==> config.mk <==
export PLATFORM = sky130hd
export DESIGN_NAME = uart_mmio_peripheral
export DESIGN_NICKNAME = d
export VERILOG_FILES = /design/src/rtl/uart_mmio_peripheral_pkg.sv /design/src/rtl/uart_rx_sampler.sv /design/src/rtl/uart_mmio_peripheral.sv
export SDC_FILE = /design/constraint.sdc
export NUM_CORES = 1
export LEC_CHECK = 0
export BUFFER_PORTS_ARGS = -buffer_cell sky130_fd_sc_hd__buf_2
export CAP_MARGIN = 15
export CELL_PAD_IN_SITES_DETAIL_PLACEMENT = 1
export CELL_PAD_IN_SITES_GLOBAL_PLACEMENT = 1
export CORE_MARGIN = 2
export CORE_UTILIZATION = 35
export DETAILED_ROUTE_END_ITERATION = 12
export PLACE_DENSITY_LB_ADDON = 0.1
export SYNTH_ARGS = -nofsm -noshare
export SYNTH_HDL_FRONTEND = slang
export SYNTH_HIERARCHICAL = 1
export SYNTH_SLANG_ARGS = --single-unit
==> constraint.sdc <==
create_clock -name clock -period 3.4 [get_ports clock]
set_input_delay 0 -clock clock [delete_from_list [all_inputs] [get_ports clock]]
set_output_delay 0 -clock clock [all_outputs]
set_load 0.02 [all_outputs]
==> src/rtl/uart_mmio_peripheral_pkg.sv <==
// Shared definitions for the memory-mapped UART: register offsets, STATUS bit
// positions, FSM state encodings and the STATUS word layout.
package uart_mmio_peripheral_pkg;

   localparam logic [1:0] REG_TX_DATA = 2'd0;
   localparam logic [1:0] REG_RX_DATA = 2'd1;
   localparam logic [1:0] REG_STATUS  = 2'd2;
   localparam logic [1:0] REG_CTRL    = 2'd3;

   localparam int ST_RX_OVERRUN   = 2;
   localparam int ST_TX_OVERFLOW  = 3;
   localparam int ST_RX_FRAME_ERR = 4;

   localparam logic [1:0] TX_IDLE  = 2'd0;
   localparam logic [1:0] TX_START = 2'd1;
   localparam logic [1:0] TX_DATA  = 2'd2;
   localparam logic [1:0] TX_STOP  = 2'd3;

   localparam logic [1:0] RX_IDLE  = 2'd0;
   localparam logic [1:0] RX_START = 2'd1;
   localparam logic [1:0] RX_DATA  = 2'd2;
   localparam logic [1:0] RX_STOP  = 2'd3;

   // Packed MSB-first, so tx_busy lands on bit 0 of the STATUS word.
   typedef struct packed {
      logic rx_frame_err;
      logic tx_overflow;
      logic rx_overrun;
      logic rx_valid;
      logic tx_busy;
   } status_t;

endpackage

==> src/rtl/uart_rx_sampler.sv <==
// RX front end: two-flop synchroniser, falling-edge start detect, mid-bit
// sampling FSM. Emits a one-cycle done or frame_err pulse per frame.
module uart_rx_sampler
   import uart_mmio_peripheral_pkg::*;
#(
   parameter int CLKS_PER_BIT = 434
) (
   input  logic       clock,
   input  logic       reset,
   input  logic       rx,
   output logic [7:0] rx_byte,
   output logic       done,
   output logic       frame_err
);

   localparam int CW = $clog2(CLKS_PER_BIT);
   localparam logic [CW-1:0] LAST      = CW'(CLKS_PER_BIT - 1);
   localparam logic [CW-1:0] HALF_LAST = CW'(CLKS_PER_BIT / 2 - 1);

   logic          sync1_r;
   logic          sync2_r;
   logic          prev_r;
   logic [1:0]    state_r;
   logic [CW-1:0] cnt_r;
   logic [2:0]    idx_r;
   logic [7:0]    shift_r;
   logic          fall_s;

   assign fall_s = prev_r & ~sync2_r;

   // Synchroniser, edge history and receive FSM; counter restarts at each sample point.
   always_ff @(posedge clock) begin
      if (reset) begin
         sync1_r   <= 1'b1;
         sync2_r   <= 1'b1;
         prev_r    <= 1'b1;
         state_r   <= RX_IDLE;
         cnt_r     <= '0;
         idx_r     <= 3'd0;
         shift_r   <= 8'd0;
         rx_byte   <= 8'd0;
         done      <= 1'b0;
         frame_err <= 1'b0;
      end else begin
         sync1_r   <= rx;
         sync2_r   <= sync1_r;
         prev_r    <= sync2_r;
         done      <= 1'b0;
         frame_err <= 1'b0;
         case (state_r)
            RX_IDLE: begin
               cnt_r <= '0;
               idx_r <= 3'd0;
               if (fall_s) begin
                  state_r <= RX_START;
               end
            end
            RX_START: begin
               if (cnt_r == HALF_LAST) begin
                  cnt_r   <= '0;
                  state_r <= sync2_r ? RX_IDLE : RX_DATA;
               end else begin
                  cnt_r <= cnt_r + CW'(1);
               end
            end
            RX_DATA: begin
               if (cnt_r == LAST) begin
                  cnt_r   <= '0;
                  shift_r <= {sync2_r, shift_r[7:1]};
                  idx_r   <= idx_r + 3'd1;
                  if (idx_r == 3'd7) begin
                     state_r <= RX_STOP;
                  end
               end else begin
                  cnt_r <= cnt_r + CW'(1);
               end
            end
            RX_STOP: begin
               if (cnt_r == LAST) begin
                  cnt_r   <= '0;
                  state_r <= RX_IDLE;
                  if (sync2_r) begin
                     rx_byte <= shift_r;
                     done    <= 1'b1;
                  end else begin
                     frame_err <= 1'b1;
                  end
               end else begin
                  cnt_r <= cnt_r + CW'(1);
               end
            end
            default: state_r <= RX_IDLE;
         endcase
      end
   end

endmodule

==> src/rtl/uart_mmio_peripheral.sv <==
// Memory-mapped 8N1 UART occupying four words: TX_DATA, RX_DATA, STATUS, CTRL.
// Reads are combinational like data RAM; writes and read side effects are clocked.
module uart_mmio_peripheral
   import uart_mmio_peripheral_pkg::*;
#(
   parameter int          LENGTH       = 32,
   parameter int unsigned BASE_WORD    = 32'h0000_0040,
   parameter int          CLKS_PER_BIT = 434
) (
   input  logic              clock,
   input  logic              reset,
   input  logic              enable,
   input  logic [LENGTH-1:0] word_addr,
   input  logic              write_en,
   input  logic              read_en,
   input  logic [LENGTH-1:0] write_data,
   output logic [LENGTH-1:0] read_data,
   output logic              hit,
   input  logic              uart_rx,
   output logic              uart_tx
);

   localparam int CW = $clog2(CLKS_PER_BIT);
   localparam logic [CW-1:0]     LAST    = CW'(CLKS_PER_BIT - 1);
   localparam logic [LENGTH-1:0] BASE_L  = LENGTH'(BASE_WORD);
   localparam logic [LENGTH-1:0] TOP_L   = LENGTH'(BASE_WORD + 32'd3);

   logic [1:0]    off_s;
   logic          wr_s, rd_s;
   logic          tx_wr_s, rx_rd_s, status_wr_s, ctrl_wr_s;
   logic [1:0]    tx_state_r;
   logic [CW-1:0] tx_cnt_r;
   logic [2:0]    tx_idx_r;
   logic [7:0]    tx_shift_r;
   logic          tx_line_r;
   logic          ctrl_loop_r;
   logic          rx_valid_r, rx_overrun_r, tx_overflow_r, rx_frame_err_r;
   logic [7:0]    rx_byte_r;
   logic          rx_in_s;
   logic [7:0]    smp_byte_s;
   logic          smp_done_s, smp_ferr_s;
   status_t       status_s;
   logic          unused_wdata_s;

   assign unused_wdata_s = ^write_data[LENGTH-1:8];
   assign uart_tx        = tx_line_r;
   assign rx_in_s        = ctrl_loop_r ? tx_line_r : uart_rx;

   // Window decode and qualified per-register strobes.
   always_comb begin
      hit         = (word_addr >= BASE_L) && (word_addr <= TOP_L);
      off_s       = word_addr[1:0] - BASE_L[1:0];
      wr_s        = enable & hit & write_en;
      rd_s        = enable & hit & read_en;
      tx_wr_s     = wr_s & (off_s == REG_TX_DATA);
      rx_rd_s     = rd_s & (off_s == REG_RX_DATA);
      status_wr_s = wr_s & (off_s == REG_STATUS);
      ctrl_wr_s   = wr_s & (off_s == REG_CTRL);
      status_s    = '{rx_frame_err: rx_frame_err_r, tx_overflow: tx_overflow_r,
                      rx_overrun: rx_overrun_r, rx_valid: rx_valid_r,
                      tx_busy: (tx_state_r != TX_IDLE)};
   end

   // Combinational register readback.
   always_comb begin
      read_data = {LENGTH{1'b0}};
      if (hit) begin
         case (off_s)
            REG_TX_DATA: read_data = {LENGTH{1'b0}};
            REG_RX_DATA: read_data = LENGTH'(rx_byte_r);
            REG_STATUS:  read_data = LENGTH'(status_s);
            REG_CTRL:    read_data = LENGTH'(ctrl_loop_r);
            default:     read_data = {LENGTH{1'b0}};
         endcase
      end else begin
         read_data = {LENGTH{1'b0}};
      end
   end

   // TX serialiser: start bit driven on the accepting edge, then 8 data bits and stop.
   always_ff @(posedge clock) begin
      if (reset) begin
         tx_state_r <= TX_IDLE;
         tx_cnt_r   <= '0;
         tx_idx_r   <= 3'd0;
         tx_shift_r <= 8'd0;
         tx_line_r  <= 1'b1;
      end else begin
         case (tx_state_r)
            TX_IDLE: begin
               tx_cnt_r <= '0;
               tx_idx_r <= 3'd0;
               if (tx_wr_s) begin
                  tx_shift_r <= write_data[7:0];
                  tx_line_r  <= 1'b0;
                  tx_state_r <= TX_START;
               end
            end
            TX_START: begin
               if (tx_cnt_r == LAST) begin
                  tx_cnt_r   <= '0;
                  tx_line_r  <= tx_shift_r[0];
                  tx_shift_r <= {1'b0, tx_shift_r[7:1]};
                  tx_state_r <= TX_DATA;
               end else begin
                  tx_cnt_r <= tx_cnt_r + CW'(1);
               end
            end
            TX_DATA: begin
               if (tx_cnt_r == LAST) begin
                  tx_cnt_r <= '0;
                  if (tx_idx_r == 3'd7) begin
                     tx_line_r  <= 1'b1;
                     tx_state_r <= TX_STOP;
                  end else begin
                     tx_idx_r   <= tx_idx_r + 3'd1;
                     tx_line_r  <= tx_shift_r[0];
                     tx_shift_r <= {1'b0, tx_shift_r[7:1]};
                  end
               end else begin
                  tx_cnt_r <= tx_cnt_r + CW'(1);
               end
            end
            TX_STOP: begin
               if (tx_cnt_r == LAST) begin
                  tx_cnt_r   <= '0;
                  tx_state_r <= TX_IDLE;
               end else begin
                  tx_cnt_r <= tx_cnt_r + CW'(1);
               end
            end
            default: begin
               tx_state_r <= TX_IDLE;
               tx_line_r  <= 1'b1;
            end
         endcase
      end
   end

   // Control, received byte and sticky flags; a set in the same cycle as a clear wins.
   always_ff @(posedge clock) begin
      if (reset) begin
         ctrl_loop_r    <= 1'b0;
         rx_byte_r      <= 8'd0;
         rx_valid_r     <= 1'b0;
         rx_overrun_r   <= 1'b0;
         tx_overflow_r  <= 1'b0;
         rx_frame_err_r <= 1'b0;
      end else begin
         if (ctrl_wr_s) begin
            ctrl_loop_r <= write_data[0];
         end
         if (smp_done_s && (!rx_valid_r || rx_rd_s)) begin
            rx_byte_r  <= smp_byte_s;
            rx_valid_r <= 1'b1;
         end else if (rx_rd_s) begin
            rx_valid_r <= 1'b0;
         end
         rx_overrun_r   <= (smp_done_s & rx_valid_r & ~rx_rd_s) |
                           (rx_overrun_r & ~(status_wr_s & write_data[ST_RX_OVERRUN]));
         tx_overflow_r  <= (tx_wr_s & (tx_state_r != TX_IDLE)) |
                           (tx_overflow_r & ~(status_wr_s & write_data[ST_TX_OVERFLOW]));
         rx_frame_err_r <= smp_ferr_s |
                           (rx_frame_err_r & ~(status_wr_s & write_data[ST_RX_FRAME_ERR]));
      end
   end

   uart_rx_sampler #(
      .CLKS_PER_BIT(CLKS_PER_BIT)
   ) u_rx (
      .clock     (clock),
      .reset     (reset),
      .rx        (rx_in_s),
      .rx_byte   (smp_byte_s),
      .done      (smp_done_s),
      .frame_err (smp_ferr_s)
   );

endmodule

Word-level counts from Yosys, hierarchy flattened
Cells that the tools add are included.
{ "op_classes": {"add_sub_neg": 4, "multipliers": 0, "div": 0, "n_lt_le_gt_ge": 2, "n_eq_ne": 25, "shifts": 0, "muxes": 40, "bitwise": 27, "n_reduce_logical": 23} }
{ "op_table": {"columns": ["op", "n"], "rows": [
  ["32-bit case mux with 4 select lines", 1],
  ["32-bit by 7-bit >= comparator with 1-bit output (second input constant)", 1],
  ["32-bit by 7-bit less-or-equal comparator with 1-bit output (second input constant)", 1],
  ["32-bit 2-to-1 mux", 1],
  ["8-bit 2-to-1 mux", 4],
  ["9-bit 2-to-1 mux", 3],
  ["9-bit case mux with 3 select lines", 1],
  ["8-bit case mux with 3 select lines", 1],
  ["2-bit 2-to-1 mux", 11],
  ["9-bit by 1-bit adder with 9-bit output (second input constant)", 2],
  ["9-bit equality test (second input constant)", 2],
  ["9-bit case mux with 2 select lines", 1],
  ["1-bit bitwise AND", 17],
  ["2-bit case mux with 4 select lines", 2],
  ["5-bit AND reduction", 3],
  ["2-bit equality test (second input constant)", 6],
  ["2-bit != test (second input constant)", 6],
  ["3-bit case mux with 2 select lines", 2],
  ["2-bit by 1-bit != test with 1-bit output (second input constant)", 5],
  ["9-bit by 8-bit equality test with 1-bit output (second input constant)", 1],
  ["1-bit 2-to-1 mux", 9],
  ["3-bit 2-to-1 mux", 3],
  ["2-bit nonzero test", 4],
  ["1-bit inverter", 7],
  ["15 further kinds", 27]
]} }
{ "word_totals": {"reg_bits": 71, "latchBits": 0, "ram_bits": 0, "romBits": 0, "in_bits": 70, "out_inout_bits": 34, "elab_cells": 142, "memories": 0} }

Longest topological paths before layout
Gate-level depths: netlist of run 1.
{ "depth": {"depth_word": 9, "ltp_mapped": 8} }

By module
Netlist of run 1, hierarchy kept.
{ "modules_own_cells": {"columns": ["mod", "instances", "cells_each", "area_per_inst_um2", "seq_area_each_um2"], "rows": [
  ["uart_mmio_peripheral", 1, 250, 2199.6, 720.7],
  ["uart_rx_sampler", 1, 149, 1437.6, 700.7]
]} }

Least setup slack after synthesis of run 1
OpenSTA, ideal clock, no wires.
{ "synth_timing": {"path_kind": "register to register", "startpoint": "register tx_cnt_r[0]", "endpoint": "register tx_shift_r[7]", "arrival_time_ns": 1.868, "required_time_ns": 3.284, "path_slack_ns": 1.415, "path_stages_with_launch": 8, "path_buffers": 1, "synth_period_minus_slack_ns": 1.985, "path_cell_list": "dfxtp_1 ha_1 and4b_1 nand2_1 a22oi_1 clkbuf_1 a21oi_1 a41o_1"} }
{ "synth_between": {"elab_chain_len": 3, "elab_cells_between_ends": 4, "cone_classes": "eq/ne: 3; reduce/logical: 1"} }
{ "synth_lines": {"columns": ["element", "line_no", "text"], "rows": [
  ["from (decl)", "uart_mmio_peripheral.sv:32", "logic [CW-1:0] tx_cnt_r;"],
  ["from (signal assigned)", "uart_mmio_peripheral.sv:106", "tx_cnt_r <= tx_cnt_r + CW'(1);"],
  ["from (signal assigned)", "uart_mmio_peripheral.sv:121", "tx_cnt_r <= tx_cnt_r + CW'(1);"],
  ["from (signal assigned)", "uart_mmio_peripheral.sv:129", "tx_cnt_r <= tx_cnt_r + CW'(1);"],
  ["9-bit equality test (*)", "uart_mmio_peripheral.sv:100, uart_mmio_peripheral.sv:110", null],
  ["2-bit != test (no source line)", null, null],
  ["5-bit AND reduction (no source line) (*)", null, null],
  ["to (signal assigned)", "uart_mmio_peripheral.sv:94", "tx_shift_r <= write_data[7:0];"],
  ["to (signal assigned)", "uart_mmio_peripheral.sv:103", "tx_shift_r <= {1'b0, tx_shift_r[7:1]};"],
  ["to (signal assigned)", "uart_mmio_peripheral.sv:118", "tx_shift_r <= {1'b0, tx_shift_r[7:1]};"],
  ["to (decl)", "uart_mmio_peripheral.sv:34", "logic [7:0] tx_shift_r;"]
]} }
Mark *: on every way between the ends. The rest lies on a longest branch, timed or not.
A chain may end at the register's enable or synchronous reset.

Worst setup path after layout of run 1
{ "layout_timing": {"startpoint": "input port word_addr[29]", "endpoint": "register rx_byte_r[0]"} }
{ "layout_between": {"elab_chain_len": 7, "elab_cells_between_ends": 8, "cone_classes": "order compare: 2; bitwise: 3; reduce/logical: 3"} }
{ "layout_lines": {"columns": ["element", "line_no", "text"], "rows": [
  ["from (decl)", "uart_mmio_peripheral.sv:13", "input logic [LENGTH-1:0] word_addr,"],
  ["32-bit by 7-bit >= comparator with 1-bit output or 32-bit by 7-bit less-or-equal comparator with 1-bit output (tied branches)", "uart_mmio_peripheral.sv:51", "hit = (word_addr >= BASE_L) && (word_addr <= TOP_L);"],
  ["1-bit logical AND (*)", "uart_mmio_peripheral.sv:51", null],
  ["1-bit bitwise AND (*) (2 in a row)", "uart_mmio_peripheral.sv:54", "rd_s = enable & hit & read_en;"],
  ["1-bit bitwise AND (*)", "uart_mmio_peripheral.sv:56", "rx_rd_s = rd_s & (off_s == REG_RX_DATA);"],
  ["1-bit logical OR (*)", "uart_mmio_peripheral.sv:153", "if (smp_done_s && (!rx_valid_r || rx_rd_s)) begin"],
  ["1-bit logical AND (*)", "uart_mmio_peripheral.sv:153", null],
  ["to (signal assigned)", "uart_mmio_peripheral.sv:154", "rx_byte_r <= smp_byte_s;"],
  ["to (decl)", "uart_mmio_peripheral.sv:38", "logic [7:0] rx_byte_r;"]
]} }
Marked as above.

==> results.cfg, run 1 <==
[outcome]
outcome = completed

[synth]
synth_seq_cells = 71
synth_cells = 399
syn_area_um2 = 3640
yosysWarnings = 6
synthArstFlopShare_pct = 0
syn-mean-instance-area_um2 = 9.12
netlist.area_leader.share_pct = 39.1
yosys_most_used_dff = dfxtp_1
synth_edf_count = 0
ys_seq_area_share_pct = 39.1
ys_top_cells_by_area = dfxtp_1 39%, mux2i_1 6.9%, buf_4 5.6%
synth_top_area_cell = dfxtp_1
yosysUniqueCellTypes = 57

[worst_setup_path]
critPathCaptureType = flip-flop
cp_max_fo = 18
worst-setup-path-type = primary input to flip-flop
critical_path_arrival_ps = 2200
startpoint_type = primary input
critical_path.max_stage_delay_ps = 900
slowest_stage = o41ai_4
crit_required_ps = 3600
crit_chain = buf_2 > or4_1 > or3_4 > o41ai_4 > a21bo_2 > a21oi_1

[pwr]
power_frac_clock_pct = 43.2
switchingPower_w = 0.000418
p_seq_share_pct = 51.3
total_leakage_power_nw = 1.53
intPower_w = 0.00121
vdd_drop_max_uv = 225
finalPower_w = 0.00163
powerDensity_nw_per_um2 = 396
pwr-share-comb_pct = 5.6
switching_share_pct = 25.6

[layout]
final_common_cell = dfxtp_1
synthToLayoutAreaGrowth_pct = 13.3
diodes = 0
fillers = 1236
register_area_um2 = 1420
post-route-cell-area_um2 = 4120
drive_gt1_share_pct = 21.4
multi_input_area_um2 = 1920
layout.nets = 535
final_cell_mix = 71 x dfxtp_1, 55 x buf_2, 50 x nor2_1, 25 x mux2i_1

[floorplanning]
die_area_um2 = 11200
initial_core_util_pct = 35.7
rows = 37
core_area_um2 = 10200
die_w_um = 106
ioPinCount = 104
chipHeight_um = 106

[clock_network]
clk_transition_reported_paths_ps = 80
cts_made_buffers = 9
post_cts_buffers = 0
htreeDepth = 3
clock-sinks = 71
cts_max_path_buffers = 2
cts_tree = done
clock_latency_ps = 360
cts_root_buf = clkbuf_8

[sta]
worst_slew_pin_slew_ps = 1060
timing.final.crit_share_pct = 59.1
slew_violations = 0
fin_crit_ps = 2010
rsz0062_at_grt = no
setup-tns-final_ps = 0
fmax_ghz = 0.498
max-slew-margin-rel_pct = 29.1
finalHoldViolCount = 0
setup_slack_ps = 1390
setup_violations = 0
clock_skew_ps = 12.5

[detailed_routing]
vias = 2895
drtAntennaViolNets = 0
drt-total-wl_mm = 8.02
drt_first_iter_violations = 77
vias_per_cell = 4.88
drc = 0
drtPass1Iterations = 4
avgRoutedWirePerCell_um = 13.5

[grt]
grt_max_degree = 61
gr-usage-met2_pct = 24.5
grt_pass1_vias = 2854
antenna_found_initial = 0
grt_pass1_wl_mm = 13.7
busiest_layer = met2
grtUsageMet3_pct = 3.92
grt.overflow.total = 0
grt_use_met1_pct = 19.5
grt_usage_pct = 15.2

[placement]
dp_worst_setup_slack_ps = 1010
io_buffers = 55
dp_hpwl_mm = 5.70
dpl_cell_area_um2 = 3870
place_congestion = 0.744

[min_path]
hold_class = primary input to flip-flop

[run]
drv_cap = 0
kinds of logic after synthesis:
family | count (synthesis) | synth area share [%]
buffers and inverters | 59 | 10.5
xor gates and xnor gates | 14 | 3.37
other | 1 | 0.103
muxes | 26 | 7.19
DFF | 71 | 39.1
and+or+nand+nor | 141 | 20.5
adders and majority gates | 13 | 4.47
AOI/OAI and AO/OA | 74 | 14.8
layout make-up:
cell class / count / share of cell area [%]
clock buffer: 9 / 3.00
clock inverter: 7 / 1.94
inverter: 14 / 1.27
multi-input combinational: 292 / 46.6
sequential: 71 / 34.5
tap: 136 / 4.13
timing repair buffer: 64 / 8.62
sequential cells by signal (all words and copies together), names as in the netlist, 2 cells and up, named ones only:
name          cells
tx_cnt_r          9
tx_idx_r          3
u_rx/rx_byte      8
tx_state_r        2
rx_byte_r         8
u_rx/idx_r        3
tx_shift_r        8
u_rx/cnt_r        9
u_rx/shift_r      8
per-stage QoR:
stage | cells | util, % | hold slack (ps)
6_report | 593 | 40.5 | 15.8
5_1_grt | 593 | 40.5 | 23.7
4_1_cts | 593 | 40.5 | 3.44
3_5_place_dp | 572 | 38.0 | 249
3_3_place_gp | 572 | 38.0 | 247
2_1_floorplan | 422 | - | 107
final timing paths:
kind / startpoint / end / slack (ps) / depth (start not counted)
max: word_addr[29] / rx_byte_r[0]$_SDFFE_PP0P_ / 1390 / 6
min: write_data[2] / rx_overrun_r$_SDFF_PP0_ / 20 / 3
max reg2reg: tx_cnt_r[0]$_SDFF_PP0_ / tx_shift_r[3]$_SDFFE_PP0P_ / 1420 / 7
min reg2reg: u_rx/sync1_r$_SDFF_PP1_ / u_rx/sync2_r$_SDFF_PP1_ / 410 / 1
layer usage:
layer  up-vias  wire (um)  part of all wire, %
met5         -          0                    0
met4         0        125                  1.6
met3         9        364                  4.5
met2        55       3760                   47
met1      1370       3770                   47
li1       1461          -                    -
worst max-delay path: cells and delay by family:
| family | cells | cell delay [ps] |
|---|---|---|
| simple gates | 2 | 890 |
| compound gates | 3 | 1220 |
| buf+inv | 1 | 90 |
power by group through the flow:
stage          Clock, W  Combinational (W)  Sequential [W]
3_3_place_gp          0          0.0000861        0.000856
6_report       0.000704          0.0000909        0.000836
2_1_floorplan         0          0.0000774        0.000854
3_5_place_dp          0          0.0000871        0.000856
5_1_grt        0.000775           0.000101        0.000837
4_1_cts        0.000737          0.0000918        0.000836
cells in the mapped netlist (2+ instances only):
cell and number:
nand4b_1 2, o21ai_0 11, nand4_1 6, xor2_1 8, ha_1 13, buf_6 2
nand2b_1 8, mux2i_1 25, a211oi_1 2, a21bo_2 8, dfxtp_1 71, buf_4 27
a21oi_1 24, or4_1 4, xnor2_1 6, nand2_1 15, a22oi_1 6, nor3_1 7
nand3_1 18, or2_2 5, inv_1 14, a311oi_1 9, and3_1 4, clkbuf_1 7
nor4_1 5, a31oi_1 3, buf_2 3, nor2_1 50, nand3b_1 3, nor2b_1 3
clkbuf_8 4
what timing repair did:
item / in CTS / in global routing
gates resized for setup: 0 / 0
endpoints found under the hold margin: 5 / 0
hold buffers: 5 / 0
No activity file was read; power rests on OpenSTA's default activity.
==> inputs of run 2 (changes only) <==
==> constraint.sdc (replaced) <==
create_clock -name clock -period 1.6 [get_ports clock]
set_input_delay 0 -clock clock [delete_from_list [all_inputs] [get_ports clock]]
set_output_delay 0 -clock clock [all_outputs]
set_load 0.02 [all_outputs]
==> run 2 against run 1 <==
Compared with the run above: the run now ends with setup timing left; global-route usage rose by 1.6 points; critical path type is now primary input to primary output; routed wire length rose by 15%; critical endpoint is now read_data[5]; largest cell class unchanged; worst hold slack improved by 14 ps; sequential cell count stayed put; final cell count grew 9.9%; combinational power up 150%; via count is 8.2% higher.
==> results.cfg, run 2 (synthesis gave the netlist of run 1 again) <==
[floorplanning]
die_w_um = 106
core_area_um2 = 10200
rows = 37
die_area_um2 = 11200
initial_core_util_pct = 35.7
ioPinCount = 104
chipHeight_um = 106

[detailed_routing]
drc = 0
drt-total-wl_mm = 9.20
vias_per_cell = 4.81
vias = 3133
avgRoutedWirePerCell_um = 14.1
drtAntennaViolNets = 0
drt_first_iter_violations = 92
drtPass1Iterations = 4

[pwr]
switching_share_pct = 23.4
power_frac_clock_pct = 45.1
intPower_w = 0.00280
p_seq_share_pct = 48.8
finalPower_w = 0.00365
switchingPower_w = 0.000852
vdd_drop_max_uv = 470
powerDensity_nw_per_um2 = 729
pwr-share-comb_pct = 6.1
total_leakage_power_nw = 1.91

[min_path]
hold_class = primary input to flip-flop

[worst_setup_path]
critical_path_arrival_ps = 1740
rrSetupSlack_ps = -110
path_buf_inv = 3
critical_path.max_stage_delay_ps = 530
crit_required_ps = 1600
critPathCaptureType = primary output
crit_family = simple AND/OR/NAND/NOR gates
startpoint_type = primary input
cp_max_fo = 6
worst-setup-path-type = primary input to primary output
slowest_stage = or4_4
crit_chain = buf_6 > or4_4 > or3_4 > or3_4 > inv_8 > and3_4 > buf_6

[sta]
timing.final.crit_share_pct = 109
rsz0062_at_grt = yes
setup_slack_ps = -138
finalHoldViolCount = 0
setup-tns-final_ps = -1140
fin_crit_ps = 1740
fmax_ghz = 0.575
max-slew-margin-rel_pct = 59.5
clock_skew_ps = 19.1
setup_violations = 18
slew_violations = 0
worst_slew_pin_slew_ps = 607

[clock_network]
clk_transition_reported_paths_ps = 70
htreeDepth = 3
clock_latency_ps = 340
cts_root_buf = clkbuf_8
clock-sinks = 71
cts_tree = done
cts_max_path_buffers = 2
cts_made_buffers = 9

[layout]
final_cell_mix = 63 x dfxtp_1, 47 x buf_4, 46 x buf_2, 44 x nor2_1, 25 x mux2i_1
synthToLayoutAreaGrowth_pct = 37.6
final_common_cell = dfxtp_1
diodes = 0
reg.largest.list = tx_cnt_r (9), u_rx/cnt_r (9)
layout.nets = 594
drive_gt1_share_pct = 41.1
fillers = 1177

[placement]
place_congestion = 0.720
dp_hpwl_mm = 6.46
io_buffers = 55

[outcome]
violations = setup timing
outcome = complete, but fails checks

[grt]
grt_max_degree = 28
grt.overflow.total = 0
grt_usage_pct = 16.8
antenna_found_initial = 0
grt_pass1_vias = 3311
grt_pass1_wl_mm = 15.4

[run]
drv_cap = 0
==> run 2: cell types whose count changed in the layout (fill, tap and decap cells not counted), moves of 5 or more <==
cell and change:
buf_4 +43, buf_6 +18, a21oi_1 -11, a21oi_2 +10, buf_2 -9, dfxtp_1 -8
dfxtp_2 +8, buf_12 +6, ha_1 -6, nor2_1 -6, nor2_2 +6, inv_1 -5
==> run 2: worst paths after layout <==
check / cells past startpoint / to / from
worst max-delay path: 7 / read_data[5] / word_addr[29]
worst max register to register: 7 / tx_shift_r[5]$_SDFFE_PP0P_ / tx_state_r[1]$_SDFFE_PP0P_
worst min-delay path: 3 / u_rx/sync1_r$_SDFF_PP1_ / uart_rx
worst min register to register: 1 / u_rx/sync2_r$_SDFF_PP1_ / u_rx/sync1_r$_SDFF_PP1_
==> run 2: power by group through the flow <==
stage	registers (W)	clock network (W)	logic [W]
2_1_floorplan	0.00181	0	0.000165
3_3_place_gp	0.00182	0	0.000200
3_5_place_dp	0.00182	0	0.000202
4_1_cts	0.00178	0.00170	0.000219
5_1_grt	0.00178	0.00178	0.000245
6_report	0.00178	0.00164	0.000224
==> run 2: area by class of cell <==
cell class / instances / area (um^2) / area share (%)
Clock buffer: 10 / 138 / 2.75
Tap cell: 136 / 170 / 3.40
Sequential cell: 71 / 1430 / 28.6
Inverter: 14 / 60.1 / 1.20
Multi-Input combinational cell: 292 / 2140 / 42.8
Timing Repair Buffer: 123 / 971 / 19.4
Clock inverter: 6 / 91.3 / 1.83
==> run 2: layer usage <==
metal | up-vias | part of all wire, % | track usage [%]
met5 | - | 0 | 0
met4 | 0 | 0.38 | 4.32
met3 | 2 | 5.0 | 4.05
met2 | 72 | 48 | 28.9
met1 | 1483 | 47 | 21.0
li1 | 1576 | - | -
==> run 2: through the flow <==
| stage | cell area [um^2] | util, % | cells | setup WS (ps) | hold slack (ps) |
|---|---|---|---|---|---|
| 2_1_floorplan | 3800 | - | 422 | -172 | 107 |
| 3_3_place_gp | 4310 | 42.3 | 617 | -267 | 240 |
| 3_5_place_dp | 4310 | 42.3 | 617 | -394 | 250 |
| 4_1_cts | 4880 | 47.9 | 649 | -245 | 10.2 |
| 5_1_grt | 5000 | 49.1 | 652 | -196 | 33.8 |
| 6_report | 5000 | 49.1 | 652 | -138 | 29.5 |
==> run 2: worst min-delay path, cell delays in order <==
cell	delay, ps
buf_2	70
mux2_2	160
or2_2	100
==> run 2: repair_timing <==
item | in CTS | in global routing
setup endpoints to repair | 25 | 49
buffers inserted | 10 | 2
hold buffers | 5 | 0
gates cloned | 1 | 1
hold endpoints to repair | 5 | 0
gates resized for setup | 61 | 24
pin swaps | 22 | 16
==> inputs of run 3 (changes only) <==
--- a/config.mk
+++ b/config.mk
@@ -9,6 +9,7 @@
 export CAP_MARGIN = 15
 export CELL_PAD_IN_SITES_DETAIL_PLACEMENT = 1
 export CELL_PAD_IN_SITES_GLOBAL_PLACEMENT = 1
+export CORE_ASPECT_RATIO = 0.5
 export CORE_MARGIN = 2
 export CORE_UTILIZATION = 35
 export DETAILED_ROUTE_END_ITERATION = 12
==> run 3 against run 2 <==
Compared with the run above: the flow still finishes with violations (setup timing); sequential cell count unchanged; sequential share of layout area decreased by 1.1 points; power increased by 17%; register-to-register slack got worse by 20 ps; critical endpoint is now read_data[2]; largest cell class unchanged; highest routed layer unchanged.
==> results.cfg, run 3 (synthesis gave the netlist of run 1 again) <==
[outcome]
outcome = complete, but fails checks
violations = setup timing

[layout]
layout.nets = 592
fillers = 1168
register_area_um2 = 1430
reg.largest.list = tx_cnt_r (9), u_rx/cnt_r (9)
synthToLayoutAreaGrowth_pct = 42.9
drive_gt1_share_pct = 43.2
diodes = 0
final_cell_mix = 63 x dfxtp_1, 46 x buf_4, 45 x nor2_1, 45 x buf_2
final_common_cell = dfxtp_1
multi_input_area_um2 = 2210

[sta]
rsz0062_at_grt = yes
timing.final.crit_share_pct = 110
fin_crit_ps = 1760
clock_skew_ps = 5.64
setup_slack_ps = -157
setup_violations = 34
max-slew-margin-rel_pct = 57.0
slew_violations = 0
setup-tns-final_ps = -2360
fmax_ghz = 0.569
worst_slew_pin_slew_ps = 646
finalHoldViolCount = 0

[worst_setup_path]
critPathCaptureType = primary output
worst-setup-path-type = primary input to primary output
crit_end = read_data[2]
rrSetupSlack_ps = -130
rr_startpoint = tx_state_r[1]$_SDFFE_PP0P_
worst_r2r_path_depth = 7
critical_path_arrival_ps = 1760
startpoint_type = primary input
crit_required_ps = 1600
cp_max_fo = 6
rr_endpoint = tx_shift_r[4]$_SDFFE_PP0P_
cp-startpoint = word_addr[29]

[grt]
grt_usage_pct = 18.6
antenna_found_initial = 0
grt_pass1_vias = 3450
grt.overflow.total = 0
grt_max_degree = 33
grt_pass1_wl_mm = 16.8

[pwr]
power_frac_clock_pct = 53.2
total_leakage_power_nw = 1.99
switchingPower_w = 0.000913
pwr-share-comb_pct = 5.0
switching_share_pct = 21.4
vdd_drop_max_uv = 554
intPower_w = 0.00335
powerDensity_nw_per_um2 = 820
p_seq_share_pct = 41.8
finalPower_w = 0.00426

[clock_network]
cts_made_buffers = 9
clock_latency_ps = 330
htreeDepth = 3
cts_root_buf = clkbuf_16
cts_max_path_buffers = 2
cts_tree = done
clk_transition_reported_paths_ps = 50
clock-sinks = 71

[detailed_routing]
drt-total-wl_mm = 10.3
drt_first_iter_violations = 93
drtPass1Iterations = 4
vias = 3257
vias_per_cell = 4.98
drtAntennaViolNets = 0
drc = 0
avgRoutedWirePerCell_um = 15.8

[floorplanning]
core_area_um2 = 10100
die_w_um = 148
die_area_um2 = 11300
rows = 26
initial_core_util_pct = 35.8
ioPinCount = 104
chipHeight_um = 76.1

[placement]
io_buffers = 55
dp_hpwl_mm = 6.83
place_congestion = 0.794

[run]
drv_cap = 0

[min_path]
hold_class = primary input to flip-flop
==> run 3: metrics by stage <==
step	std cells	cell area [um^2]	setup slack (ps)	utilization [%]	hold WS, ps
floorplan	422	3800	-172	-	107
global placement	609	4220	-194	41.6	234
detailed placement	609	4220	-272	41.6	248
CTS	644	4990	-143	49.1	8.51
global route	654	5200	-195	51.2	49.7
finish	654	5200	-157	51.2	16.6
==> run 3: power groups by stage <==
stage / logic (W) / clock network, W / registers [W]
after floorplan: 0.000165 / 0 / 0.00181
after global placement: 0.000189 / 0 / 0.00182
after detailed placement: 0.000195 / 0 / 0.00182
after CTS: 0.000209 / 0.00231 / 0.00178
after global routing: 0.000237 / 0.00240 / 0.00178
final: 0.000215 / 0.00227 / 0.00178
==> run 3: what timing repair did <==
action                     CTS  global route
cloned                       1             3
pin swaps                   19            18
setup endpoints to repair   34            47
hold endpoints to repair     3             0
setup buffers               15             8
resized for setup           72            33
hold buffers                 3             0
==> run 3: worst min-delay path by stage <==
| stage | startpoint | to | slack (ps) | cells after the start |
|---|---|---|---|---|
| floorplan | write_data[3] | tx_overflow_r$_SDFF_PP0_ | 110 | 1 |
| global placement | write_data[7] | tx_shift_r[7]$_SDFFE_PP0P_ | 230 | 2 |
| detailed placement | write_data[3] | tx_overflow_r$_SDFF_PP0_ | 250 | 2 |
| CTS | uart_rx | u_rx/sync1_r$_SDFF_PP1_ | 9 | 3 |
| global route | uart_rx | u_rx/sync1_r$_SDFF_PP1_ | 50 | 3 |
| finish | uart_rx | u_rx/sync1_r$_SDFF_PP1_ | 20 | 3 |
==> run 3: per-layer routing <==
metal / vias to the layer above / track usage (%) / share of wire [%]
met3: 14 / 4.73 / 3.1
met1: 1616 / 21.1 / 41
met5: - / 0 / 0
met4: 0 / 4.95 / 1.5
li1: 1577 / - / -
met2: 50 / 34.6 / 54
==> run 3: layout make-up <==
type | count | share of cell area, %
multi-input cells | 292 | 42.5
clock buffers | 12 | 5.13
well taps | 140 | 3.37
inverters | 14 | 1.16
repair buffers | 121 | 18.8
clock inverters | 4 | 1.47
flip-flops and latches | 71 | 27.5
==> run 3: critical path, cell delays in order <==
cell and delay [ps]:
buf_6 90, or4_4 520, or3_4 350, or3_4 410, buf_4 170, nor2_4 100, buf_6 120
